File: src/rtl/dds_phase_core.sv
// Phase-accumulator DDS: 27-bit tuning/offset registers, quarter-wave cosine ROM, 4-stage output pipeline.
// Optional SINE output is compiled in when DDS_SINE_OUT_EN is defined.
module dds_phase_core #(
  parameter int ACC_W  = 27,
  parameter int OUT_W  = 10,
  parameter int ROM_AW = 8
) (
  input  logic             CLK_30p72MHz,
  input  logic             RST_N,
  input  logic             CE,
  input  logic             WE,
  input  logic [4:0]       A,
  input  logic [ACC_W-1:0] DATA,
  output logic [OUT_W-1:0] COSINE,
`ifdef DDS_SINE_OUT_EN
  output logic [OUT_W-1:0] SINE,
`endif
  output logic             RDY
);

  localparam int  PH_W      = ROM_AW + 2;
  localparam int  ROM_DEPTH = 1 << ROM_AW;
  localparam int  MAG_W     = OUT_W - 1;
  localparam real HALF_PI   = 1.5707963267948966;

  localparam logic [4:0] ADDR_FTW  = 5'd0;
  localparam logic [4:0] ADDR_POFF = 5'd1;
  localparam logic [4:0] ADDR_CTRL = 5'd2;

  // Half-sample offset keeps every entry strictly inside (0, full scale], so -2^(OUT_W-1) never occurs.
  function automatic logic [ROM_DEPTH*MAG_W-1:0] build_rom();
    logic [ROM_DEPTH*MAG_W-1:0] t;
    real amp;
    real ang;
    t   = '0;
    amp = real'((1 << MAG_W) - 1);
    for (int i = 0; i < ROM_DEPTH; i++) begin
      ang = HALF_PI * (real'(i) + 0.5) / real'(ROM_DEPTH);
      t[i*MAG_W +: MAG_W] = MAG_W'($rtoi(amp * $cos(ang) + 0.5));
    end
    return t;
  endfunction

  localparam logic [ROM_DEPTH*MAG_W-1:0] ROM_TABLE = build_rom();

  // NOTE: the ROM is a constant table, so it has no reset; only the registered read data is reset.
  logic [MAG_W-1:0] rom [ROM_DEPTH];
  for (genvar g = 0; g < ROM_DEPTH; g++) begin : g_rom
    assign rom[g] = ROM_TABLE[g*MAG_W +: MAG_W];
  end

  // Odd quadrants walk the quarter wave backwards; quadrants 1 and 2 are negative.
  function automatic logic [ROM_AW-1:0] fold_idx(input logic [1:0] q, input logic [ROM_AW-1:0] idx);
    return q[0] ? ~idx : idx;
  endfunction

  function automatic logic quad_neg(input logic [1:0] q);
    return q[0] ^ q[1];
  endfunction

  // Configuration registers
  logic [ACC_W-1:0] ftw_q, ftw_d;
  logic [ACC_W-1:0] poff_q, poff_d;
  logic             clr;

  // Accumulator and pipeline
  logic [ACC_W-1:0] acc_q, acc_d;
  logic [PH_W-1:0]  ph_q, ph_d;
  logic [MAG_W-1:0] rom_q, rom_d;
  logic             neg_q, neg_d;
  logic [OUT_W-1:0] cos_q, cos_d;
  logic [3:0]       valid_q, valid_d;

  logic [1:0]        quad;
  logic [ROM_AW-1:0] idx;

  assign quad = ph_q[PH_W-1 -: 2];
  assign idx  = ph_q[ROM_AW-1:0];

  // NOTE: every always_comb output is given its hold value first, so no path can infer a latch.
  always_comb begin
    ftw_d  = ftw_q;
    poff_d = poff_q;
    clr    = 1'b0;
    if (WE) begin
      case (A)
        ADDR_FTW:  ftw_d  = DATA;
        ADDR_POFF: poff_d = DATA;
        ADDR_CTRL: clr    = DATA[0];
        default:   ;
      endcase
    end
  end

  always_comb begin
    acc_d   = acc_q;
    valid_d = valid_q;
    ph_d    = ph_q;
    rom_d   = rom_q;
    neg_d   = neg_q;
    cos_d   = cos_q;
    if (CE) begin
      acc_d   = acc_q + ftw_q;
      valid_d = {valid_q[2:0], 1'b1};
      ph_d    = PH_W'((acc_q + poff_q) >> (ACC_W - PH_W));
      rom_d   = rom[fold_idx(quad, idx)];
      neg_d   = quad_neg(quad);
      cos_d   = neg_q ? -{1'b0, rom_q} : {1'b0, rom_q};
    end
    // Clear overrides both the stall and the increment; data stages keep flowing.
    if (clr) begin
      acc_d   = '0;
      valid_d = '0;
    end
  end

`ifdef DDS_SINE_OUT_EN
  logic [1:0]       quad_s;
  logic [MAG_W-1:0] rom_s_q, rom_s_d;
  logic             neg_s_q, neg_s_d;
  logic [OUT_W-1:0] sin_q, sin_d;

  // sin(theta) = cos(theta - pi/2): same index, quadrant shifted back by one.
  assign quad_s = quad - 2'd1;

  always_comb begin
    rom_s_d = rom_s_q;
    neg_s_d = neg_s_q;
    sin_d   = sin_q;
    if (CE) begin
      rom_s_d = rom[fold_idx(quad_s, idx)];
      neg_s_d = quad_neg(quad_s);
      sin_d   = neg_s_q ? -{1'b0, rom_s_q} : {1'b0, rom_s_q};
    end
  end

  always_ff @(posedge CLK_30p72MHz) begin
    if (!RST_N) begin
      rom_s_q <= '0;
      neg_s_q <= 1'b0;
      sin_q   <= '0;
    end else begin
      rom_s_q <= rom_s_d;
      neg_s_q <= neg_s_d;
      sin_q   <= sin_d;
    end
  end

  assign SINE = sin_q;
`endif

  // NOTE: state registers use non-blocking assignments so all of them update from pre-edge values.
  always_ff @(posedge CLK_30p72MHz) begin
    if (!RST_N) begin
      ftw_q   <= '0;
      poff_q  <= '0;
      acc_q   <= '0;
      ph_q    <= '0;
      rom_q   <= '0;
      neg_q   <= 1'b0;
      cos_q   <= '0;
      valid_q <= '0;
    end else begin
      ftw_q   <= ftw_d;
      poff_q  <= poff_d;
      acc_q   <= acc_d;
      ph_q    <= ph_d;
      rom_q   <= rom_d;
      neg_q   <= neg_d;
      cos_q   <= cos_d;
      valid_q <= valid_d;
    end
  end

  assign COSINE = cos_q;
  assign RDY    = valid_q[3];

endmodule

File: config.mk
export PLATFORM = sky130hd
export DESIGN_NAME = dds_phase_core
export DESIGN_NICKNAME = d
export VERILOG_FILES = /design/src/rtl/dds_phase_core.sv
export SDC_FILE = /design/constraint.sdc
export NUM_CORES = 1
export LEC_CHECK = 0
export ABC_AREA = 1
export CAP_MARGIN = 10
export CORE_MARGIN = 3
export CORE_UTILIZATION = 40
export DETAILED_ROUTE_END_ITERATION = 10
export GPL_ROUTABILITY_DRIVEN = 0
export MAX_ROUTING_LAYER = met4
export SLEW_MARGIN = 40
export SYNTH_ARGS = -nofsm -noshare
export SYNTH_HDL_FRONTEND = slang
export SYNTH_SLANG_ARGS = --single-unit
File: constraint.sdc
create_clock -name CLK_30p72MHz -period 2.9 [get_ports CLK_30p72MHz]
set_clock_uncertainty 0.15 [all_clocks]
set_input_delay 0.435 -clock CLK_30p72MHz [delete_from_list [all_inputs] [get_ports CLK_30p72MHz]]
set_output_delay 0.435 -clock CLK_30p72MHz [all_outputs]
set_load 0.03 [all_outputs]
# == After elaboration in Yosys (flattened, before gate mapping) ==
# Memories as Yosys holds them, arrays and structs flattened. A register that Yosys moved wholly into a read port is not among the register bits.
# Index checks and enable logic that the tools add are counted.
# totals
register_bits,106
rom_bits,2304
inputBits,36
output_inout_bits,11
word_cells,26
n_memories,1
# classes
n_addsub,3
n_eq_ne,2
mux,4
bitwise,4
reduce_logical,5
# memory_table
memory,words,word_bits,read_ports,rd_ports_with_merged_regs,wr,line,rtl
(name not given),256,9,1,1,0,106,"rom_d = rom[fold_idx(quad, idx)];"
# ops
cell,count
27-bit adder,2
10-bit two-way mux,1
9-bit negator with 10-bit output,1
8-bit inverter with 9-bit output,1
8-bit two-way mux,1
8-bit inverter,1
"5-bit by 1-bit == test with 1-bit output, second input constant",1
"5-bit by 2-bit == test with 1-bit output, second input constant",1
5-bit logical NOT,1
2-bit AND reduction,2
1-bit two-way mux,2
2-bit OR reduction,1
1-bit logical NOT,1
1-bit inverter,1
1-bit XOR,1

# == Logic depth before layout (Yosys ltp) ==
# logic_depth
ltp_word,4
depth_mapped,18
mapped_depth_nobuf,17

# == Worst setup path after synthesis ==
# Ideal clock, no wire load.
# synth_path
kind,flip-flop to flip-flop
start,register ph_q[8]
end,register rom_q[1]
setup_time_ps,117
arrival_time_ps,2020
required_time_ps,2633
slack_ps,613
stages_incl_launch_ff,18
n_path_buf,1
synth_period_minus_slack_ps,2287
cell_sequence,dfxtp_1 -> inv_2 -> buf_6 -> nand2_1 -> nand2_2 -> ha_1 -> inv_1 -> nand3_1 -> nand3_1 -> nand2_1 -> nand2_1 -> inv_1 -> nand2_1 -> nand2_1 -> nand3_1 -> nand2_1 -> nor2_1 -> nor2_1
# synth_between
elab_chain_cells,2
# synth_lines
element,line,rtl
start: declaration,68,"logic [PH_W-1:0] ph_q, ph_d;"
start signal: assignment,167,ph_q <= ph_d;
8-bit two-way mux,54,return q[0] ? ~idx : idx;
8-bit inverter with 9-bit output (implied by the code),106,
end: declaration,69,"logic [MAG_W-1:0] rom_q, rom_d;"
# Every way passes these cells.
# A chain may end at the register's enable or synchronous reset.

# == Worst setup path after layout ==
# layout_path
start,register acc_q[0]
end,register acc_q[20]
# layout_between
elab_chain_cells,1
# layout_lines
element,line,rtl
start: declaration,67,"logic [ACC_W-1:0] acc_q, acc_d;"
start signal: assignment,157,acc_q <= '0;
start signal: assignment,166,acc_q <= acc_d;
27-bit adder,103,acc_d = acc_q + ftw_q;
# Every way passes these cells.

==> impl_results.md <==
- Router iterations before antenna repair: 7
- CTS HTree Levels: 4
- CTS tree: done
- Largest net degree at the start of global routing: 90
- Most common cell in the netlist: nand2_1
- CP Cell Sequence: ha_1, fa_1, nand3_1, nand2_1, nand2_1, nand2_1, nand2_1, nand2_1, nand2_1, nand2_1, nand2_1, nand2_1, nand2_1, nand3_1, nand2_1, inv_1
- Largest stage delay, worst path: approximately 450 ps
- Main combinational cell family by area after synthesis: simple AND/OR/NAND/NOR gates
- Area Overhead vs Synth: 14.2%
- Metal1 wirelength: about 14000 um
- Final slew viol count: 0
- P_leak: 5.37 nW
- DRC Markers: 0
- Synth cell types: 50
- Mux cell area share after synthesis: 0%
- CP endpoint: acc_q[20]
- Post-CTS Hold Fix Bufs: 0
- EDFF count, synth: 0
- Worst-skew pair later-pin latency: about 420 ps
- Post-CTS Setup Repair Bufs: 0
- Cell area power density: 484 nW/um^2
- Sequential fraction of the synthesis area: 24.5%
- Hpwl dp: ~23000 um
- WS Path Type: flop to flop
- Net Count, Synth: 1651
- CTS max path bufs: 2
- Synth async-reset ratio: 0%
- Clk slew on worst S/H paths: roughly 60 ps
- Via count: 10200
- DR WL/cell: 16.0 um
- FF-to-FF Start: acc_q[0]
- WL met3: around 2300 um
- Total of fill cells in the finished design: 2392
- Post-Synth XOR/XNOR Area: under 10%
- Post_cts resized: 0
- CP max-delay cell: fa_1
- Die area: approximately 25000 sq um
- Die W: 159 um
- Sink Count: about 120
- DR vias/cell: 5.34
- WP depth: 16
- Met2 wire length: between 10000 and 15000 um
- Final hold vios: 0
- Ant diodes: 0
- Synth area leaders: dfxtp_1, nand2_1, nor2_1
- Mapped Area: approximately 9400 sq um
- Worst endpoint required time: just over 3000 ps
- Most used cell, CP: nand2_1
- Buffers & Inverters on Critical Path: 1
- Crit. End Element: flop
- Vias in the first global route: 9602
- Max VDD drop: about 0.36 mV
- R2R depth: 16
- Critical path launch point type: flop
- Avg Inst Size Synth: slightly above 6 sq um
- RSZ-0062 raised after global routing: no
- Hold/Removal Path Class: flop to flop
- Ys flop type: dfxtp_1
- Global-route wire length before repair: about 50000 um
- Worst rel slew slack: a little under two thirds
- GRT Overall Usage: between 20% and 30%
- Synth Area in Simple Gates: 39.1%
- Antenna violations before repair: 0
- Layout cell share with drive strength beyond 1: 6.28%
- Post-DRT Antenna Nets: 0
- Post-layout min period: 2560 ps
- Synth Area in Compound Gates: between 10% and 20%
- Total congestion overflow: 0
- Die H: 159 um
- Top Ports: 47
- Final wirelength: a little over 30000 um
- Top post-synthesis cells by count: nand2_1, nor2_1, inv_1
- Core area: 22900 sq um
- CP startpoint: acc_q[0]
- R2r endpoint: acc_q[20]
- FF-to-FF setup slack: between 300 and 400 ps
- Area share of the largest cell type after synthesis: 24.5%
- IO Port Bufs: 46
- Critical path fanouts, max: 4
- Post-synth top area cell: dfxtp_1
- Fin crit share: 88.2%
- Final-stage net count: 1683
- CP top delay family: simple AND/OR/NAND/NOR gates
- Ys Warns: 0
- Row count: 55
- Register bit count reported by yosys: 115
- CTS Root Cell: clkbuf_16
- Max_cap viols: 0
- Highest routed layer: met4
- Synth Area in Adders: under 10%
- Synth Instances: 1550
- TritonCTS Buffers: 17
- Setup TNS: 0 ps
- Fmax: 391 MHz
- Initial Util: 41.1%
- Crit path arrival time: 2720 ps
- Final setup violation count: 0
- Status: finished clean
- First-iteration detailed-routing DRC count: 964
- Slew @ Worst Pin: 542 ps
- Fin Hold WS: 311 ps
registers in the layout, indices dropped and copies added, names as in the netlist:
| register | cells |
|---|---|
| poff_q | 27 |
| ftw_q | 27 |
| ph_q | 10 |
| acc_q | 27 |
| valid_q | 4 |
| rom_q | 9 |
| neg_q | 1 |
| COSINE | 10 |
how the worst min path moves through the flow:
stage / start / endpoint / slack, ps / cells past startpoint
2_1_floorplan: valid_q[2] / valid_q[3] / 290 / 2
3_3_place_gp: valid_q[1] / valid_q[1] / 300 / 2
3_5_place_dp: valid_q[2] / valid_q[3] / 300 / 2
4_1_cts: valid_q[2] / valid_q[2] / 320 / 2
5_1_grt: valid_q[1] / valid_q[1] / 330 / 2
6_report: valid_q[2] / valid_q[3] / 310 / 2
worst register-to-register path, delay by kind of cell, from the launching register on:
family | cells | cell delay, ps
buf+inv | 1 | 30
fa+ha+maj | 2 | 750
simple gates | 13 | 1180
flops | 1 | 340
stage by stage:
stage / area [sq um] / util (%) / worst slack (ps) / total power, W / cells
after floorplan: 9410 / - / 613 / 0.00267 / 1550
final: 10800 / 46.9 / 343 / 0.00521 / 1905
after CTS: 10800 / 46.9 / 400 / 0.00521 / 1905
after global placement: 10200 / 44.3 / 416 / 0.00303 / 1876
after detailed placement: 10200 / 44.3 / 404 / 0.00302 / 1876
after global routing: 10800 / 46.9 / 75.0 / 0.00545 / 1905
cells in the final DEF (no fill, tap or decap), drive strengths merged:
cell type | Yosys | routed
xnor2 | 9 | 9
a211oi | 2 | 2
nor2 | 291 | 291
o21ai | 141 | 141
fa | 1 | 1
xor2 | 16 | 16
and2 | 1 | 1
nand2 | 407 | 407
o221ai | 5 | 5
clkinvlp | 0 | 3
or3 | 1 | 1
or2 | 3 | 3
bufinv | 0 | 3
clkinv | 2 | 5
o21a | 1 | 1
ha | 64 | 64
clkdlybuf4s50 | 0 | 44
nand3b | 5 | 5
nand4 | 13 | 13
a21o | 7 | 7
a21boi | 3 | 3
buf | 22 | 21
nand3 | 118 | 118
nor3 | 16 | 16
nor4 | 3 | 3
a41oi | 1 | 1
o211ai | 6 | 6
inv | 144 | 144
clkbuf | 30 | 20
o31ai | 2 | 2
dfxtp | 115 | 115
and3 | 1 | 1
a21oi | 103 | 103
nand2b | 1 | 1
o21bai | 8 | 8
a31oi | 8 | 8
where the power goes:
part | switching, W | total [W] | internal, W
Combinational | 0.000863 | 0.00130 | 0.000437
Clock | 0.000777 | 0.00218 | 0.00140
Sequential | 0.0000741 | 0.00173 | 0.00165
area by class of cell:
| type | count | area (sq um) | area share (%) |
|---|---|---|---|
| Multi-Input combinational cell | 1237 | 6280 | 58.4 |
| Sequential cell | 115 | 2300 | 21.4 |
| Timing Repair Buffer | 65 | 631 | 5.86 |
| Inverter | 146 | 551 | 5.12 |
| Clock buffer | 20 | 467 | 4.34 |
| Tap cell | 313 | 392 | 3.64 |
| Clock inverter | 9 | 131 | 1.22 |
logic make-up (layout without fill, tap and decap cells):
| group | count (synthesis) | in the layout |
|---|---|---|
| flip-flops | 115 | 115 |
| AO/OA/AOI/OAI | 287 | 287 |
| AND/OR/NAND/NOR | 860 | 860 |
| buffers and inverters | 198 | 240 |
| XOR/XNOR | 25 | 25 |
| adder cells (fa/ha/maj) | 65 | 65 |
metal layers:
| metal | vias to the layer above | track usage (%) |
|---|---|---|
| li1 | 5112 | - |
| met5 | - | - |
| met4 | 0 | 6.53 |
| met3 | 48 | 5.39 |
| met2 | 379 | 37.8 |
| met1 | 4631 | 33.1 |
Note: power is estimated with default switching activity, not from simulation.
